[config.mk]
export PLATFORM = sky130hd
export DESIGN_NAME = script_loader
export DESIGN_NICKNAME = d
export VERILOG_FILES = /design/src/rtl/script_pkg.sv /design/src/rtl/script_mem.sv /design/src/rtl/script_loader.sv
export SDC_FILE = /design/constraint.sdc
export NUM_CORES = 2
export LEC_CHECK = 0
export ABC_CLOCK_PERIOD_IN_PS = 6600
export CORE_ASPECT_RATIO = 0.8
export CORE_UTILIZATION = 68
export DETAILED_ROUTE_END_ITERATION = 10
export GPL_ROUTABILITY_DRIVEN = 1
export PLACE_DENSITY_LB_ADDON = 0.1
export SYNTH_ARGS = -nofsm -noshare
export SYNTH_HDL_FRONTEND = slang
export SYNTH_SLANG_ARGS = --single-unit
[constraint.sdc]
create_clock -name clk -period 6.6 [get_ports clk]
set_input_delay 0.66 -clock clk [delete_from_list [all_inputs] [get_ports clk]]
set_output_delay 0.66 -clock clk [all_outputs]
set_load 0.005 [all_outputs]
[src/rtl/script_pkg.sv]
// Shared opcode constants, error codes and FSM state encoding for the script loader.
package script_pkg;

    localparam logic [7:0] OP_PUSH_MAX  = 8'h4b;
    localparam logic [7:0] OP_PUSHDATA1 = 8'h4c;
    localparam logic [7:0] OP_PUSHDATA2 = 8'h4d;

    typedef enum logic [1:0] {
        ErrNone     = 2'd0,
        ErrOverflow = 2'd1,
        ErrTrunc    = 2'd2,
        ErrCapacity = 2'd3
    } load_err_e;

    typedef enum logic [2:0] {
        StOp,
        StPush,
        StLen1,
        StLen2L,
        StLen2H,
        StDrain,
        StDone,
        StErr
    } loader_state_e;

endpackage

[src/rtl/script_mem.sv]
// Script memory: MEM_DEPTH x 8, synchronous write, asynchronous read for the interpreter PC.
module script_mem #(
    parameter  int unsigned MEM_DEPTH = 512,
    localparam int unsigned AW        = $clog2(MEM_DEPTH)
) (
    input  logic          clk,
    input  logic          wr_en,
    input  logic [AW-1:0] wr_addr,
    input  logic [7:0]    wr_data,
    input  logic [AW-1:0] rd_addr,
    output logic [7:0]    rd_data
);

    logic [7:0] mem_q [MEM_DEPTH];

    always_ff @(posedge clk) begin
        if (wr_en) begin
            mem_q[wr_addr] <= wr_data;
        end
    end

    assign rd_data = mem_q[rd_addr];

endmodule

[src/rtl/script_loader.sv]
// Loads a serialized script into script_mem while validating push framing.
// Define SCRIPT_LOADER_PUSHDATA_EN to parse PUSHDATA1/PUSHDATA2 length prefixes.
module script_loader
    import script_pkg::*;
#(
    parameter  int unsigned MEM_DEPTH = 512,
    localparam int unsigned AW        = $clog2(MEM_DEPTH)
) (
    input  logic          clk,
    input  logic          rst,
    input  logic          in_valid,
    input  logic [7:0]    in_data,
    input  logic          in_last,
    output logic          in_ready,
    input  logic [AW-1:0] rd_addr,
    output logic [7:0]    rd_data,
    output logic [AW:0]   script_len,
    output logic          load_done,
    output logic          load_error,
    output logic [1:0]    err_code,
    // Re-arm pulse from the interpreter ("release" is a reserved word).
    input  logic          load_release
);

    localparam int unsigned LenW = AW + 1;

    loader_state_e   state_q, state_d;
    logic [LenW-1:0] script_len_q, script_len_d;
    logic [15:0]     remaining_q, remaining_d;
    load_err_e       err_code_q, err_code_d;
    logic            load_done_q, load_done_d;
    logic            load_error_q, load_error_d;

    logic            hs;
    logic            mem_we;
    load_err_e       byte_err;
    logic [15:0]     cap_left;

    assign in_ready = !rst && (state_q inside {StOp, StPush, StLen1, StLen2L, StLen2H, StDrain});
    assign hs       = in_valid && in_ready;

    always_comb begin
        state_d      = state_q;
        script_len_d = script_len_q;
        remaining_d  = remaining_q;
        err_code_d   = err_code_q;
        load_done_d  = load_done_q;
        load_error_d = load_error_q;
        mem_we       = 1'b0;
        byte_err     = ErrNone;
        cap_left     = '0;

        if (state_q inside {StDone, StErr}) begin
            if (load_release) begin
                state_d      = StOp;
                script_len_d = '0;
                remaining_d  = '0;
                err_code_d   = ErrNone;
                load_done_d  = 1'b0;
                load_error_d = 1'b0;
            end
        end else if (hs) begin
            if (state_q == StDrain) begin
                if (in_last) begin
                    state_d = StErr;
                end
            end else if (script_len_q == LenW'(MEM_DEPTH)) begin
                byte_err = ErrOverflow;
            end else begin
                mem_we       = 1'b1;
                script_len_d = script_len_q + 1'b1;
                case (state_q)
                    StOp: begin
                        if (in_data != 8'h00 && in_data <= OP_PUSH_MAX) begin
                            state_d     = StPush;
                            remaining_d = {8'h00, in_data};
                        end
`ifdef SCRIPT_LOADER_PUSHDATA_EN
                        else if (in_data == OP_PUSHDATA1) begin
                            state_d = StLen1;
                        end else if (in_data == OP_PUSHDATA2) begin
                            state_d = StLen2L;
                        end
`endif
                    end
                    StPush: begin
                        remaining_d = remaining_q - 16'd1;
                        if (remaining_q == 16'd1) begin
                            state_d = StOp;
                        end
                    end
`ifdef SCRIPT_LOADER_PUSHDATA_EN
                    StLen1: begin
                        remaining_d = {8'h00, in_data};
                        state_d     = (in_data == 8'h00) ? StOp : StPush;
                    end
                    StLen2L: begin
                        remaining_d = {8'h00, in_data};
                        state_d     = StLen2H;
                    end
                    StLen2H: begin
                        remaining_d = {in_data, remaining_q[7:0]};
                        state_d     = (in_data == 8'h00 && remaining_q[7:0] == 8'h00) ? StOp
                                                                                       : StPush;
                    end
`endif
                    default: ;
                endcase

                // A push length becomes known exactly when we newly enter StPush.
                cap_left = 16'(MEM_DEPTH) - 16'(script_len_d);
                if (state_d == StPush && state_q != StPush && remaining_d > cap_left) begin
                    byte_err = ErrCapacity;
                end else if (in_last && state_d != StOp) begin
                    byte_err = ErrTrunc;
                end else if (in_last) begin
                    state_d = StDone;
                end
            end

            if (byte_err != ErrNone) begin
                if (err_code_q == ErrNone) begin
                    err_code_d = byte_err;
                end
                state_d = in_last ? StErr : StDrain;
            end
            if (state_d == StDone) begin
                load_done_d = 1'b1;
            end
            if (state_d == StErr) begin
                load_error_d = 1'b1;
            end
        end
    end

    always_ff @(posedge clk) begin
        if (rst) begin
            state_q      <= StOp;
            script_len_q <= '0;
            remaining_q  <= '0;
            err_code_q   <= ErrNone;
            load_done_q  <= 1'b0;
            load_error_q <= 1'b0;
        end else begin
            state_q      <= state_d;
            script_len_q <= script_len_d;
            remaining_q  <= remaining_d;
            err_code_q   <= err_code_d;
            load_done_q  <= load_done_d;
            load_error_q <= load_error_d;
        end
    end

    script_mem #(
        .MEM_DEPTH(MEM_DEPTH)
    ) u_mem (
        .clk    (clk),
        .wr_en  (mem_we),
        .wr_addr(script_len_q[AW-1:0]),
        .wr_data(in_data),
        .rd_addr(rd_addr),
        .rd_data(rd_data)
    );

    assign script_len = script_len_q;
    assign load_done  = load_done_q;
    assign load_error = load_error_q;
    assign err_code   = err_code_q;

endmodule

Word-level counts from Yosys, hierarchy flattened
Memories as Yosys holds them, arrays and structs flattened. Index checks and enable logic that the tools add are counted.

$add $sub $neg: 3. $lt $le $gt $ge: 2. Equality and inequality tests: 16. Mux-type cells: 60. Reductions and logical operators: 24.

Operator list (number): 16-bit 2-to-1 mux (10); 3-bit 2-to-1 mux (18); 10-bit 2-to-1 mux (5); 16-bit one-hot mux with 2 select lines (1); 2-bit 2-to-1 mux (12); 3-bit == test (second input constant) (6); 16-bit by 1-bit == test with 1-bit output (second input constant) (1); 16-bit greater-than comparator (1); 16-bit by 1-bit subtractor with 16-bit output (second input constant) (1); 2-bit nonzero test (7); 1-bit 2-to-1 mux (13); 10-bit by 10-bit subtractor with 11-bit output (first input constant) (1); 10-bit by 1-bit adder with 10-bit output (second input constant) (1); 10-bit == test (second input constant) (1); 8-bit by 7-bit <= comparator with 1-bit output (second input constant) (1); 4-bit AND reduction (2); 8-bit nonzero test (1); 3-bit by 1-bit == test with 1-bit output (second input constant) (2); 3-bit by 2-bit == test with 1-bit output (second input constant) (2); 1-bit logical AND (6); 2-bit inequality test (second input constant) (3); 3-bit one-hot mux with 2 select lines (1); 3-bit AND reduction (2); 6-bit nonzero test (1); other kinds (6) (6).

Flip-flop bits (word level): 33. RAM bits: 4096. Output and inout bits: 23. Word-level logic and storage cells: 112. Memories: 1.

Memories: u_mem.mem_q (words 512, bits a word 8, rd ports 1, clocked after memory_dff 0, write ports 1, RTL line script_mem.sv:14) `logic [7:0] mem_q [MEM_DEPTH];`.

Logic depth before layout (Yosys ltp)
Depth after elaboration: 24. Depth in mapped cells: 18. Depth with buffers taken out: 17.

Modules after synthesis
Synthesis repeated with hierarchy kept, for this count alone.

Cell total of the unflattened synthesis: 8364. Area, all modules: 162410.8 um^2.

By module, submodules not included: script_mem (instances 1, cells an instance 8022, area an instance 159767.0 um^2, seq. area each 122998.0 um^2); script_loader (instances 1, cells an instance 342, area an instance 2643.8 um^2, seq. area each 660.6 um^2).

Least setup slack after synthesis
OpenSTA, ideal clock, no wires.

Kind: reg-to-reg. Start point: register script_len_q[0] (netlist: script_len[0]). End point: register load_error_q (netlist: load_error). Arrival time: 3.853 ns. Required time: 6.483 ns. Path slack: 2.630 ns. Stages on the path, launching flop included: 19. Clock period less this slack: 3.970 ns. Cells stage by stage: dfxtp_1 -> ha_1 -> clkbuf_1 -> nand3_1 -> nor2_1 -> nand3_1 -> xor2_1 -> inv_1 -> or4_1 -> xnor2_1 -> ha_1 -> a21o_1 -> a21o_1 -> a21oi_1 -> o21ai_0 -> nand2b_1 -> o22ai_1 -> o221ai_1 -> a32o_1.

Longest elaborated chain between the ends: 16. Elaborated cells on any way between the ends: 20. Those cells by class: 2 x add/sub; 1 x order compare; 2 x eq/ne; 11 x mux; 4 x reduce/logical.

Ends and longest elaborated chain: start: declaration (RTL line script_loader.sv:28) `logic [LenW-1:0] script_len_q, script_len_d;`; start signal: assignment (RTL line script_loader.sv:146) `script_len_q <= script_len_d;`; 10-bit by 1-bit adder with 10-bit output (RTL line script_loader.sv:71) `script_len_d = script_len_q + 1'b1;`; 10-bit by 10-bit subtractor with 11-bit output (RTL line script_loader.sv:111) `cap_left = 16'(MEM_DEPTH) - 16'(script_len_d);`; 16-bit greater-than comparator (RTL line script_loader.sv:112) `if (state_d == StPush && state_q != StPush && remaining_d > cap_left) begin`; 1-bit logical AND (RTL line script_loader.sv:112); 2-bit 2-to-1 mux (RTL line script_loader.sv:112); 2-bit 2-to-1 mux (RTL line script_loader.sv:67) `end else if (script_len_q == LenW'(MEM_DEPTH)) begin`; 2-bit 2-to-1 mux (RTL line script_loader.sv:63) `if (state_q == StDrain) begin`; 2-bit 2-to-1 mux (RTL line script_loader.sv:62) `end else if (hs) begin`; 2-bit 2-to-1 mux (RTL line script_loader.sv:53) `if (state_q inside {StDone, StErr}) begin`; 2-bit nonzero test (RTL line script_loader.sv:121) `if (byte_err != ErrNone) begin`; 3-bit 2-to-1 mux * (RTL line script_loader.sv:121); 3-bit 2-to-1 mux * (RTL line script_loader.sv:62); 3-bit 2-to-1 mux * (RTL line script_loader.sv:53); 3-bit == test * (RTL line script_loader.sv:130) `if (state_d == StErr) begin`; 2-bit nonzero test (no source line) *; 3-bit AND reduction (no source line) *; end signal: assignment (RTL line script_loader.sv:150) `load_error_q <= load_error_d;`; end: declaration (RTL line script_loader.sv:32) `logic load_error_q, load_error_d;`.

Every way passes the cells marked *; elsewhere a longest branch is shown, timed or not. The select of a mux whose other input is x is not followed. A chain may end at the register's enable or synchronous reset.

Worst setup path in the final report
Start point: input rd_addr[0]. End point: output rd_data[2].

Longest elaborated chain between the ends: 1.

Ends and longest elaborated chain: start: declaration (RTL line script_loader.sv:15) `input logic [AW-1:0] rd_addr,`; memory read 512 x 8 bit; end: declaration (RTL line script_loader.sv:16) `output logic [7:0] rd_data,`.

No other way between the ends.

==> impl_results.rst <==
.. list-table::
   :header-rows: 1

   * - Metric
     - Value
   * - Total wire length
     - ~410000 microns
   * - Number of top-level pins
     - 45
   * - Leading cell type by number of instances after synthesis
     - sky130_fd_sc_hd__edfxtp_1
   * - Count of final max-slew check failures
     - 10
   * - Final cell count without fillers
     - around 11000
   * - Number of distinct library cell variants in the gate-level netlist after synthesis
     - 71
   * - Worst vdd ir
     - roughly 0.00030 V
   * - Chip width
     - 546 microns
   * - Cell family with most CP delay
     - buffers and inverters
   * - Post-synth top cells
     - sky130_fd_sc_hd__edfxtp_1, sky130_fd_sc_hd__mux4_2, sky130_fd_sc_hd__nor2_1, sky130_fd_sc_hd__mux2i_1, sky130_fd_sc_hd__clkbuf_1
   * - Outcome
     - finished with violations
   * - Area of the die
     - approximately 240000 sq um
   * - Number of global-route vias before repair
     - just over 80000
   * - Proportion of register bits with asynchronous set or reset after synthesis
     - 0
   * - Type of destination of the critical path
     - primary output
   * - Clock Power Share
     - 0.410
   * - Switching power of the nets
     - between 10000 and 15000 uW
   * - Internal power
     - ~42000 uW
   * - Initial Utilization
     - 0.685
   * - Buffers on Ports
     - 44
   * - Clock latency at the later pin of the worst-skew pair
     - 0.90 ns
   * - Mapped Nets
     - 7662
   * - Number of maximum-capacitance constraint violations
     - 0
   * - Tightest hold margin
     - about 0.11 ns
   * - Total power per unit cell area
     - around 300 nW/um^2
   * - Period utilization
     - 0.948
   * - Final Wtd Congestion
     - 0.882
   * - DRT Pass-1 Iters
     - 6
   * - Signal arrival time at the worst endpoint
     - approximately 5.6 ns
   * - Maximum clock rate
     - between 150 and 200 MHz
   * - Critical path class
     - input port to primary output
   * - Multi-input gate area in the final layout
     - roughly 35000 sq um
   * - Die H
     - 437 microns
   * - GR Layer Usage met2
     - 0.514
   * - Final-report setup violation count
     - 0
   * - Pin slew with the least headroom to its limit
     - about 1.5 ns
   * - Detailed router's first-iteration violation count
     - ~13000
   * - Combined flip-flop and latch cell area
     - 124000 sq um
   * - Crit path time final
     - 6.26 ns
   * - Clock buffer depth
     - 4
   * - TritonCTS clock tree
     - yes
   * - Critical Path Max Stage Delay
     - about 0.92 ns
   * - Sequential share of power
     - 0.540
   * - Final net count
     - between 7000 and 8000
   * - Wire length of the first global-routing pass
     - roughly 590000 microns
   * - Cell count after synthesis
     - about 7600
   * - Average detailed-routed wire length per instance
     - between 30 and 40 microns
   * - Violated checks
     - max-slew violations
   * - Required time at the worst-slack endpoint
     - about 6 ns
   * - Antenna Nets Post-Route
     - 0
   * - Cell type of the slowest stage on the worst timing path
     - sky130_fd_sc_hd__nor3_1
   * - Share of total power consumed by net switching
     - 0.211
   * - Number of remaining DRC errors
     - 0
   * - Startpoint Class
     - input port
   * - Setup WS pre-CTS
     - ~0.65 ns
   * - Largest fanout of any net on the critical path
     - 57
   * - Main area contributors after synthesis
     - sky130_fd_sc_hd__edfxtp_1, sky130_fd_sc_hd__mux4_2, sky130_fd_sc_hd__mux2i_1, sky130_fd_sc_hd__nor2_1, sky130_fd_sc_hd__o21ai_0
   * - Largest net degree at the start of global routing
     - 209
   * - Initial antenna violation count
     - 20
   * - Critical path, cell by cell
     - buf_16 -> buf_12 -> buf_4 -> buf_4 -> mux4_2 -> o22a_1 -> o21ai_0 -> a221oi_1 -> a311oi_1 -> nand2_1 -> o21ai_1 -> nor3_1 -> buf_4 -> clkdlybuf4s50_1
   * - Final core occ
     - 0.757
   * - H-Tree Level Count
     - 5
   * - Number of warnings printed during yosys synthesis
     - 0
   * - Via density per instance
     - around 7.3
   * - RSZ-0062 raised after global routing
     - false
   * - Area delta synth->final
     - 10.5%
   * - Final critical-path setup slack
     - 0.344 ns
   * - Clock Tree Root
     - sky130_fd_sc_hd__clkbuf_16
   * - Sequential cell area fraction in the yosys report
     - 0.768
   * - Worst relative slew slack
     - -0.00195
   * - Most repeated library cell on the critical path
     - sky130_fd_sc_hd__buf_4
   * - Inserted Clock Buffers
     - 376
   * - Fin Clk Skew
     - between 0.02 and 0.03 ns
   * - GRT Residual Overflow
     - 0
   * - Placed instance count
     - around 11000
   * - Standard cell core area
     - 235000 sq um
   * - Netlist area before placement
     - between 150000 and 200000 sq um
   * - Met1 capacity usage during global routing
     - 0.528
   * - Clk sinks
     - a little over 4000
   * - Peak-usage layer in the global routing report
     - met1
   * - Top cell type's share of synthesized area
     - 0.764
   * - Sum Neg Setup Slack
     - 0 ns
   * - Clock edge transition at the registers on the reported setup and hold paths
     - roughly 0.060 ns
   * - Post-CTS Setup Bufs
     - 0
   * - Routing usage on met3
     - 0.0882
   * - Class of the worst hold path
     - input port to flop
   * - Detailed Place HPWL
     - between 200000 and 250000 microns
   * - Worst path bufs/invs
     - 6
   * - Share of total power in combinational logic
     - 0.051
   * - Total global-route track usage
     - 0.351
   * - PostCTS Resize Cnt
     - 0
   * - Number of flops mapped to enable cells by yosys
     - roughly 4100
   * - Most used flip-flop cell after synthesis
     - sky130_fd_sc_hd__edfxtp_1
   * - Vias after detailed routing
     - roughly 83000
   * - Final hold vios
     - 0
   * - Fillers
     - approximately 12000
   * - Cell type with the largest total area after synthesis
     - sky130_fd_sc_hd__edfxtp_1
   * - Rows
     - ~160
   * - Syn_area_per_cell
     - ~21 sq um
   * - Fraction of layout cells with a size suffix above 1
     - 0.234
   * - Cts-stage hold buffer count
     - 0
   * - Number of register bits inferred by synthesis
     - just over 4000
   * - Lkg Pwr
     - approximately 0.055 uW
-- worst paths after layout --
kind / from / to / slack (ns) / depth (start not counted)
max: rd_addr[0] / rd_data[2] / 0.34 / 14
min reg2reg: load_done$_SDFFE_PP0P_ / load_done$_SDFFE_PP0P_ / 0.48 / 1
max reg2reg: script_len[0]$_SDFFE_PP0P_ / u_mem.mem_q[466][6]$_DFFE_PP_ / 1.49 / 8
min: in_data[0] / u_mem.mem_q[364][0]$_DFFE_PP_ / 0.11 / 1
-- cells in the final DEF, fill, tap and decap left out, drive strengths merged, types with 104 or more instances in the layout --
cell type  synthesis  final
o21ai            185    185
mux4            1010   1010
edfxtp          4096   4096
clkbuf           206    462
nor2             631    631
buf              269    268
clkinv             0    142
nand2            206    206
mux2i            289    289
a21oi            104    104
-- sequential cells by signal (all words and copies together) (netlist names) --
name / flops
u_mem.mem_q: 4096
remaining_q: 16
script_len: 10
state_q: 3
err_code: 2
load_done: 1
load_error: 1
-- layer usage --
| layer | vias to the layer above | wire length [microns] |
|---|---|---|
| met5 | - | 42 |
| met4 | 6 | 15900 |
| met3 | 815 | 56500 |
| met2 | 6531 | 188000 |
| met1 | 43200 | 153000 |
| li1 | 32100 | - |
-- cell type report --
| class | count | area share |
|---|---|---|
| multi-input combinational | 3001 | 0.198 |
| sequential | 4129 | 0.695 |
| inverter | 13 | 0.000274 |
| tap | 3139 | 0.0221 |
| clock buffer | 462 | 0.0559 |
| antenna | 3 | 0.0000422 |
| timing repair buffer | 299 | 0.0168 |
| clock inverter | 207 | 0.0121 |
-- kinds of logic (layout without fill, tap and decap cells) --
kind of cell / Yosys count / after routing / share of synthesized area
flops: 4129 / 4129 / 0.768
mux: 1345 / 1345 / 0.162
simple gates: 990 / 990 / 0.0256
compound gates: 625 / 625 / 0.0262
buf+inv: 488 / 981 / 0.0150
fa+ha+maj: 22 / 22 / 0.00171
xor+xnor: 19 / 19 / 0.00103
other cells: 0 / 3 / 0
-- power by group through the flow --
stage	combinational (uW)	sequential [uW]	clock, uW
after floorplan	1440	29400	0
after global routing	2810	28800	22900
after CTS	2680	28800	21900
after detailed placement	2660	29400	0
final	2710	28900	21900
after global placement	2610	29400	0
-- through the flow --
step / area (sq um) / total power, uW
finish: 178000 / 53500
global route: 178000 / 54500
CTS: 178000 / 53500
detailed placement: 166000 / 32100
global placement: 166000 / 32000
floorplan: 161000 / 30800
Note: power is estimated with default switching activity, not from simulation.
